[config.mk]
export PLATFORM = sky130hd
export DESIGN_NAME = pool2d_stream
export DESIGN_NICKNAME = d
export VERILOG_FILES = /design/src/rtl/pool2d_stream.sv
export SDC_FILE = /design/constraint.sdc
export NUM_CORES = 1
export LEC_CHECK = 0
export CORE_ASPECT_RATIO = 1.5
export CORE_MARGIN = 5
export CORE_UTILIZATION = 45
export CTS_BUF_LIST = sky130_fd_sc_hd__clkbuf_4 sky130_fd_sc_hd__clkbuf_8 sky130_fd_sc_hd__clkbuf_16
export CTS_CLUSTER_DIAMETER = 120
export CTS_CLUSTER_SIZE = 30
export DETAILED_ROUTE_END_ITERATION = 6
export MAX_ROUTING_LAYER = met4
export PLACE_DENSITY = 0.69
export SLEW_MARGIN = 0
export SYNTH_ARGS = -nofsm -noshare
export SYNTH_HDL_FRONTEND = slang
export SYNTH_SLANG_ARGS = --single-unit
[constraint.sdc]
create_clock -name clk -period 6.2 [get_ports clk]
set_input_delay 1.55 -clock clk [delete_from_list [all_inputs] [get_ports clk]]
set_output_delay 1.55 -clock clk [all_outputs]
set_load 0.05 [all_outputs]
[src/rtl/pool2d_stream.sv]
// pool2d_stream: streaming 2x2 / stride-2 max or average pooling over a
// raster-ordered feature map, one pixel per valid cycle, all channel lanes
// in parallel. One row of horizontal partial results is buffered on chip.
//
// Ports:
//   clk       rising-edge clock
//   irst      asynchronous active-high reset
//   in_valid  data_in accepted on this edge (no backpressure)
//   mode      0 = max, 1 = average; sampled with pixel (0,0) of a frame
//   data_in   channels x wordlength signed samples, lane 0 in the LSBs
//   data_out  pooled samples, held between pulses
//   out_valid one-cycle pulse per pooled pixel
//   out_last  with out_valid on the final pooled pixel of a frame
module pool2d_stream #(
    parameter int unsigned dataColNum = 28,
    parameter int unsigned dataRowNum = 28,
    parameter int unsigned wordlength = 16,
    parameter int unsigned channels   = 1
) (
    input  logic                           clk,
    input  logic                           irst,
    input  logic                           in_valid,
    input  logic                           mode,
    input  logic [channels*wordlength-1:0] data_in,
    output logic [channels*wordlength-1:0] data_out,
    output logic                           out_valid,
    output logic                           out_last
);

    localparam int unsigned W  = wordlength;
    localparam int unsigned DW = channels * wordlength;
    localparam int unsigned HC = dataColNum / 2;
    localparam int unsigned HR = dataRowNum / 2;
    localparam int unsigned CW = $clog2(dataColNum);
    localparam int unsigned RW = $clog2(dataRowNum);
    localparam int unsigned BW = (HC > 1) ? $clog2(HC) : 1;

    logic [CW-1:0]        col;
    logic [RW-1:0]        row;
    logic                 frame_mode;
    logic signed [W-1:0]  hlatch [channels];
    logic signed [W:0]    rowbuf [HC][channels];

    logic                 first_px_c;
    logic                 last_col_c;
    logic                 last_row_c;
    logic                 col_used_c;
    logic                 row_used_c;
    logic                 win_done_c;
    logic                 win_last_c;
    logic [BW-1:0]        buf_idx_c;
    logic signed [W-1:0]  samp_c [channels];
    logic signed [W:0]    h_c    [channels];
    logic signed [W:0]    bufv_c [channels];
    logic signed [W+1:0]  sum_c  [channels];
    logic [DW-1:0]        res_c;

    // Position decode; a trailing odd column/row is accepted but never pooled.
    always_comb begin
        first_px_c = (col == '0) && (row == '0);
        last_col_c = (col == CW'(dataColNum - 1));
        last_row_c = (row == RW'(dataRowNum - 1));
        col_used_c = ((dataColNum % 2) == 0) || !last_col_c;
        row_used_c = ((dataRowNum % 2) == 0) || !last_row_c;
        win_done_c = in_valid && row_used_c && row[0] && col[0];
        win_last_c = (row == RW'(2 * HR - 1)) && (col == CW'(2 * HC - 1));
        buf_idx_c  = BW'(col >> 1);
    end

    // Per-lane horizontal pair and vertical combine.
    always_comb begin
        res_c = '0;
        for (int k = 0; k < int'(channels); k++) begin
            samp_c[k] = data_in[k*W +: W];
            if (frame_mode) begin
                h_c[k] = {hlatch[k][W-1], hlatch[k]} + {samp_c[k][W-1], samp_c[k]};
            end else if (hlatch[k] > samp_c[k]) begin
                h_c[k] = {hlatch[k][W-1], hlatch[k]};
            end else begin
                h_c[k] = {samp_c[k][W-1], samp_c[k]};
            end
            bufv_c[k] = rowbuf[buf_idx_c][k];
            sum_c[k]  = {bufv_c[k][W], bufv_c[k]} + {h_c[k][W], h_c[k]};
            if (frame_mode) begin
                // floor(sum/4): dropping two LSBs of a two's-complement value
                res_c[k*W +: W] = sum_c[k][W+1:2];
            end else if (bufv_c[k] > h_c[k]) begin
                res_c[k*W +: W] = bufv_c[k][W-1:0];
            end else begin
                res_c[k*W +: W] = h_c[k][W-1:0];
            end
        end
    end

    // Counters, mode, horizontal latch and registered outputs.
    always_ff @(posedge clk or posedge irst) begin
        if (irst) begin
            col        <= '0;
            row        <= '0;
            frame_mode <= 1'b0;
            for (int k = 0; k < int'(channels); k++) begin
                hlatch[k] <= '0;
            end
            data_out   <= '0;
            out_valid  <= 1'b0;
            out_last   <= 1'b0;
        end else begin
            out_valid <= 1'b0;
            out_last  <= 1'b0;
            if (in_valid) begin
                if (first_px_c) begin
                    frame_mode <= mode;
                end
                if (last_col_c) begin
                    col <= '0;
                    row <= last_row_c ? '0 : row + RW'(1);
                end else begin
                    col <= col + CW'(1);
                end
                if (!col[0] && col_used_c) begin
                    for (int k = 0; k < int'(channels); k++) begin
                        hlatch[k] <= data_in[k*W +: W];
                    end
                end
                if (win_done_c) begin
                    data_out  <= res_c;
                    out_valid <= 1'b1;
                    out_last  <= win_last_c;
                end
            end
        end
    end

    // Row buffer: written on even rows, read on odd rows; no reset needed.
    always_ff @(posedge clk) begin
        if (in_valid && col[0] && !row[0] && row_used_c) begin
            for (int k = 0; k < int'(channels); k++) begin
                rowbuf[buf_idx_c][k] <= h_c[k];
            end
        end
    end

endmodule

* Word-level counts from Yosys, hierarchy flattened
Memories as Yosys holds them, arrays and structs flattened. Index checks and enable logic that the tools add are counted.
Storage, ports and cells: register bits 45, RAM bits 238, bits of input ports 20, output and inout bits 18, logic and storage cells 42, memories 1
Memory list:
- rowbuf | depth 14, width 17, read ports 1, clocked after memory_dff 0, wr ports 1, line 42 | logic signed [W:0] rowbuf [HC][channels];
Operators by class: add/subtract/negate cells 4, order comparisons 2, eq/ne operators 2, mux-type cells 12, bitwise gates (word level) 1, reduce and logical (&&, ||, !) cells 13
Operators by type and width (count):
- $mux W17 | 2
- $mux W16 | 2
- $add A17 B17 Y18 | 1
- $add A16 B16 Y17 | 1
- $gt A17 B17 Y1 | 1
- $gt A16 B16 Y1 | 1
- $add A5 B1 Y5 const B | 2
- $eq A5 B5 Y1 const B | 2
- $logic_not A5 Y1 | 2
- $mux W5 | 2
- $reduce_and A2 Y1 | 4
- $logic_and A1 B1 Y1 | 6
- $mux W1 | 6
- $logic_not A1 Y1 | 1
- $not A1 Y1 | 1

* Logic depth before layout (Yosys ltp)
Gate-level depths: netlist of the first run.
depth in word-level cells 6, gate-level depth with buffers 23, gate-level depth less buffers 20

* Worst setup path before layout of the first run
No wires, ideal clock.
path kind input port to flip-flop, from input port data_in[10], to register data_out[11], data arrival time 5454 ps, required time 6078 ps, slack 624 ps, stages on the path 19, cell sequence inv_1 > ha_1 > clkbuf_2 > nand4_2 > a2111o_1 > nand4_1 > mux2_4 > buf_8 > buf_12 > mux2i_1 > mux2i_1 > ha_1 > or3_1 > o2111ai_1 > a21oi_1 > o41ai_1 > and3_1 > o32a_1 > o21ai_1
RTL lines:
- from (decl) | line 24 | input logic [channels*wordlength-1:0] data_in,
- to (signal assigned) | line 126 | data_out <= res_c;
- to (decl) | line 25 | output logic [channels*wordlength-1:0] data_out,

* Final worst setup path of the first run
from input port data_in[0], to register data_out[1]
Between the ends: word-level cells in the longest chain between the ends 6, elaborated cells on any way between the ends 8, those cells by class add/sub (2); order compare (2); mux (4)
Ends and longest elaborated chain:
- $gt A16 B16 Y1 | line 77 | end else if (hlatch[k] > samp_c[k]) begin
- $mux W17 | line 77
- $mux W17 * | line 75 | if (frame_mode) begin
- $gt A17 B17 Y1 | line 87 | end else if (bufv_c[k] > h_c[k]) begin
- $mux W16 | line 87
- $mux W16 * | line 84 | if (frame_mode) begin
Every way passes the cells marked *; elsewhere a longest branch is shown, timed or not. A chain may end at the register's enable or synchronous reset.

==> results by group, run 1 <==
Synth
  – Average size of a mapped cell: between 10 and 15 um2
  – Share of async-settable or async-resettable flops after synthesis: 0.159
  – Gate Count Post-Synth: about 940
  – Post-synthesis sequential element count: ~280
  – Distinct cells, synth: between 70 and 80
  – Sequential-to-total area share from yosys stat: 0.594
  – Number of enable flip-flop cells after synthesis: between 200 and 250
  – Number of synthesis warnings: 0
  – Ys flop type: sky130_fd_sc_hd__edfxtp_1
  – Net count of the mapped netlist: a little over 1000
  – Netlist area before placement: between 0.01 and 0.015 mm2

Worst hold path
  – Source of the worst hold timing path: data_out[14]
  – Tightest Hold Check Type: register to register

Setup path
  – Standard cell with the maximum stage delay on the critical path: sky130_fd_sc_hd__clkdlybuf4s50_1
  – Cell breakdown of the critical path: clkdlybuf4s50_1 -> ha_1 -> inv_1 -> fa_1 -> o21ba_1 -> o21ai_1 -> a2111o_1 -> nand3_1 -> o311a_2 -> a21oi_2 -> a2111o_1 -> a31o_1 -> ha_1 -> nand4_1 -> or4_1 -> mux2i_1 -> a221oi_2 -> inv_1 -> buf_4 -> buf_4 -> a211oi_1 -> a211o_1
  – CP Launch Type: input pin
  – CP Class: input pin to register
  – Worst-path maximum fanout: 11
  – Data required time at the worst endpoint: between 6 and 7 ns
  – Arrival @ worst endpoint: 6.38 ns
  – Sort of element at the end of the critical path: register
  – CP peak stage delay: around 0.5 ns
  – Critical Path Source: data_in[0]
  – Critical R2R Launch: hlatch[2]

Drt
  – DRC violations left: 0
  – Detailed-router iteration count before antenna repair: 6
  – Vias per cell: 5.60
  – Post-detailed-route wirelength per cell: between 20 and 25 um
  – Count of nets left with antenna violations after detail routing: 0
  – Via Count: 8314
  – First DRT Iteration DRCs: approximately 580
  – Routed wire length: 32.3 mm

Clock network
  – H-Tree Depth: 1
  – TritonCTS clock tree: done
  – CTS Sinks: 283
  – Clock transition at the register clock pins on the worst setup and hold paths after CTS: about 0.13 ns
  – Clock root cell: sky130_fd_sc_hd__clkbuf_16
  – Number of buffers inserted by hold repair at cts: 0
  – CTS buffer count: 13
  – Clk Latency, worst-skew pair: around 0.5 ns
  – Clock tree buffer depth: 3

Job
  – Max Cap Viol: 0

Power and ir drop
  – Switching Fraction: 0.389
  – Leakage dissipation: just under 0.006 uW
  – Total internal power: around 5000 uW
  – Net switching component of the power: between 3000 and 4000 uW
  – Part of the power in combinational logic: 0.548
  – Clock network fraction of total power: 0.123
  – Total power density per cell area: just over 500 mW/mm2
  – Part of the total power dissipated in sequential elements: 0.330
  – Maximum VDD drop: roughly 220 uV

Finish
  – Layout fillers: 2549
  – Nets: 1165
  – Diode insertion count for antenna repair: 0
  – Final Cell Area: about 0.016 mm2
  – Fraction of layout instances using a drive strength above 1: 0.266
  – Layout Utilization: 0.517
  – Multi-input gate area in the final layout: between 0.005 and 0.006 mm2
  – Sequential cell area: between 0.008 and 0.009 mm2
  – Area added between synthesis and finish: 14.6%

STA
  – Max Clock Skew: 0.0369 ns
  – Finish-stage setup viols: 0
  – Tmin final: 5.98 ns
  – Count of final max-slew check failures: 0
  – Final cycle utilization of the critical path: 0.964
  – Max Clk Rate: ~170 MHz
  – Setup repair after global routing missed its margin: false
  – Worst Slack Setup Final: about 0.22 ns
  – Transition time at the pin with the least slew margin: between 1 and 1.5 ns
  – Final Hold Violating Endpoints: 0
  – Slew Limit Headroom: 0.260

Place
  – Area of placed instances: around 0.016 mm2
  – Worst Setup Slack post-DPL: -0.322 ns
  – Total of buffers placed on input and output ports: 37
  – Placer Congestion: 0.928
  – Detailed-placement wirelength estimate: around 23 mm

Floorplan
  – Std cell rows: 79
  – Floorplan die area: 0.0346 mm2
  – Placeable Area: 0.0308 mm2
  – Die extent in x: around 150 um
  – Die extent in y: 225 um
  – I/O pin cnt: 38
  – Initial core utilization: 0.451

Global route
  – All-Layer GR Usage: 0.193
  – Global-route wire length before repair: between 40 and 50 mm
  – Initial antenna violation count: 0
  – Via count of the first global-routing pass: between 8000 and 9000
  – Overflow after GRT: 0
  – Maximum number of pins on one net before global-route repair: 46

Status
  – Run status: finished, final reports clean
==> per-stage QoR <==
stage / power [uW] / TNS (ns) / hold slack, ns / cells
floorplan: 5600 / 0 / 0.474 / 939
global placement: 7170 / -3.65 / 0.492 / 1463
detailed placement: 7230 / -3.89 / 0.502 / 1463
CTS: 8250 / 0 / 0.532 / 1484
global route: 8700 / 0 / 0.564 / 1485
finish: 8210 / 0 / 0.529 / 1485
==> repair_timing <==
action,CTS,global route
gates resized for setup,0,4
endpoints found under the setup margin,0,16
setup buffers,0,1
==> area by class of cell <==
class / count / area share
flip-flops and latches: 283 / 0.519
multi-input cells: 563 / 0.330
repair buffers: 162 / 0.0821
well taps: 405 / 0.0318
clock buffers: 20 / 0.0237
inverters: 51 / 0.0120
clock inverters: 1 / 0.00126
==> routing by layer <==
layer,vias up,wire length [um],share of wire,track usage
met5,-,0,0,-
met4,0,1560,0.048,0.0804
met3,75,1060,0.033,0.0158
met2,199,17900,0.55,0.357
met1,4186,11800,0.37,0.213
li1,3854,-,-,-
==> power by group through the flow <==
stage          registers (uW)  logic [uW]  clock network [uW]
2_1_floorplan            2720        2880                   0
3_3_place_gp             2750        4410                   0
3_5_place_dp             2760        4470                   0
4_1_cts                  2720        4490                1040
5_1_grt                  2740        4860                1100
6_report                 2710        4500                1010
==> critical path: cells and delay by family <==
| kind | cells | cell delay (ns) |
|---|---|---|
| buffers and inverters | 5 | 0.97 |
| muxes | 1 | 0.17 |
| AOI/OAI and AO/OA | 10 | 2.13 |
| adders and majority gates | 3 | 0.84 |
| and+or+nand+nor | 3 | 0.70 |
==> registers in the layout (all words and copies together), names as in the netlist <==
name and cells:
rowbuf 238, data_out 16, hlatch 16, col 5, row 5, frame_mode 1, out_last 1, out_valid 1
==> cells in the mapped netlist (5+ instances only) <==
| library cell | instances | area share |
|---|---|---|
| sky130_fd_sc_hd__a21o_1 | 6 | 0.0032 |
| sky130_fd_sc_hd__a21oi_1 | 35 | 0.013 |
| sky130_fd_sc_hd__and3_1 | 5 | 0.0022 |
| sky130_fd_sc_hd__buf_1 | 6 | 0.0016 |
| sky130_fd_sc_hd__buf_2 | 7 | 0.0025 |
| sky130_fd_sc_hd__buf_4 | 7 | 0.0038 |
| sky130_fd_sc_hd__clkbuf_1 | 15 | 0.0040 |
| sky130_fd_sc_hd__dfrtp_1 | 45 | 0.081 |
| sky130_fd_sc_hd__edfxtp_1 | 238 | 0.51 |
| sky130_fd_sc_hd__ha_1 | 70 | 0.063 |
| sky130_fd_sc_hd__inv_1 | 50 | 0.013 |
| sky130_fd_sc_hd__mux2_2 | 41 | 0.033 |
| sky130_fd_sc_hd__mux2i_1 | 24 | 0.017 |
| sky130_fd_sc_hd__mux4_2 | 67 | 0.11 |
| sky130_fd_sc_hd__nand2_1 | 62 | 0.017 |
| sky130_fd_sc_hd__nand2b_1 | 12 | 0.0054 |
| sky130_fd_sc_hd__nand3_1 | 14 | 0.0050 |
| sky130_fd_sc_hd__nand4_1 | 9 | 0.0040 |
| sky130_fd_sc_hd__nor2_1 | 51 | 0.014 |
| sky130_fd_sc_hd__nor2b_1 | 6 | 0.0027 |
| sky130_fd_sc_hd__nor3_1 | 15 | 0.0054 |
| sky130_fd_sc_hd__o211ai_1 | 7 | 0.0038 |
| sky130_fd_sc_hd__o21a_1 | 6 | 0.0032 |
| sky130_fd_sc_hd__o21ai_0 | 24 | 0.0086 |
| sky130_fd_sc_hd__o21ai_1 | 7 | 0.0025 |
| sky130_fd_sc_hd__o21bai_1 | 6 | 0.0032 |
| sky130_fd_sc_hd__or3_1 | 7 | 0.0031 |
| sky130_fd_sc_hd__xnor2_1 | 20 | 0.013 |
==> cells in the final DEF, fill, tap and decap left out, types with 23 or more instances in the layout <==
cell,instances
sky130_fd_sc_hd__edfxtp_1,238
sky130_fd_sc_hd__buf_4,125
sky130_fd_sc_hd__ha_1,70
sky130_fd_sc_hd__mux4_2,67
sky130_fd_sc_hd__nand2_1,62
sky130_fd_sc_hd__inv_1,49
sky130_fd_sc_hd__dfrtp_1,43
sky130_fd_sc_hd__mux2_2,41
sky130_fd_sc_hd__nor2_1,41
sky130_fd_sc_hd__clkdlybuf4s50_1,37
sky130_fd_sc_hd__a21oi_1,34
sky130_fd_sc_hd__mux2i_1,24
sky130_fd_sc_hd__o21ai_0,23
==> logic make-up (layout without fill, tap and decap cells) <==
| group | after synthesis | in the layout | synth area share |
|---|---|---|---|
| DFF | 283 | 283 | 0.594 |
| and+or+nand+nor | 202 | 202 | 0.0692 |
| AOI/OAI and AO/OA | 134 | 134 | 0.0656 |
| muxes | 133 | 133 | 0.160 |
| buffers and inverters | 93 | 234 | 0.0318 |
| adders and majority gates | 71 | 71 | 0.0644 |
| xor gates and xnor gates | 23 | 23 | 0.0145 |
==> path summary, 6_finish.rpt <==
path | slack, ns | to | cells after the start
worst min-delay path | 0.53 | data_out[14] | 2
worst max register to register | 1.34 | data_out[1] | 20
min in group asynchronous | 1.61 | hlatch[3] | 2
worst min register to register | 0.53 | data_out[14] | 2
worst max-delay path | 0.22 | data_out[1] | 22
max in group asynchronous | 3.83 | col[1] | 2
Note: power is estimated with default switching activity, not from simulation.
==> run 2, diff against run 1 <==
CAP_MARGIN = 10   (was not set)
==> results of run 2 <==
Same layout as run 1: the final DEF is identical, and so are final timing and power.
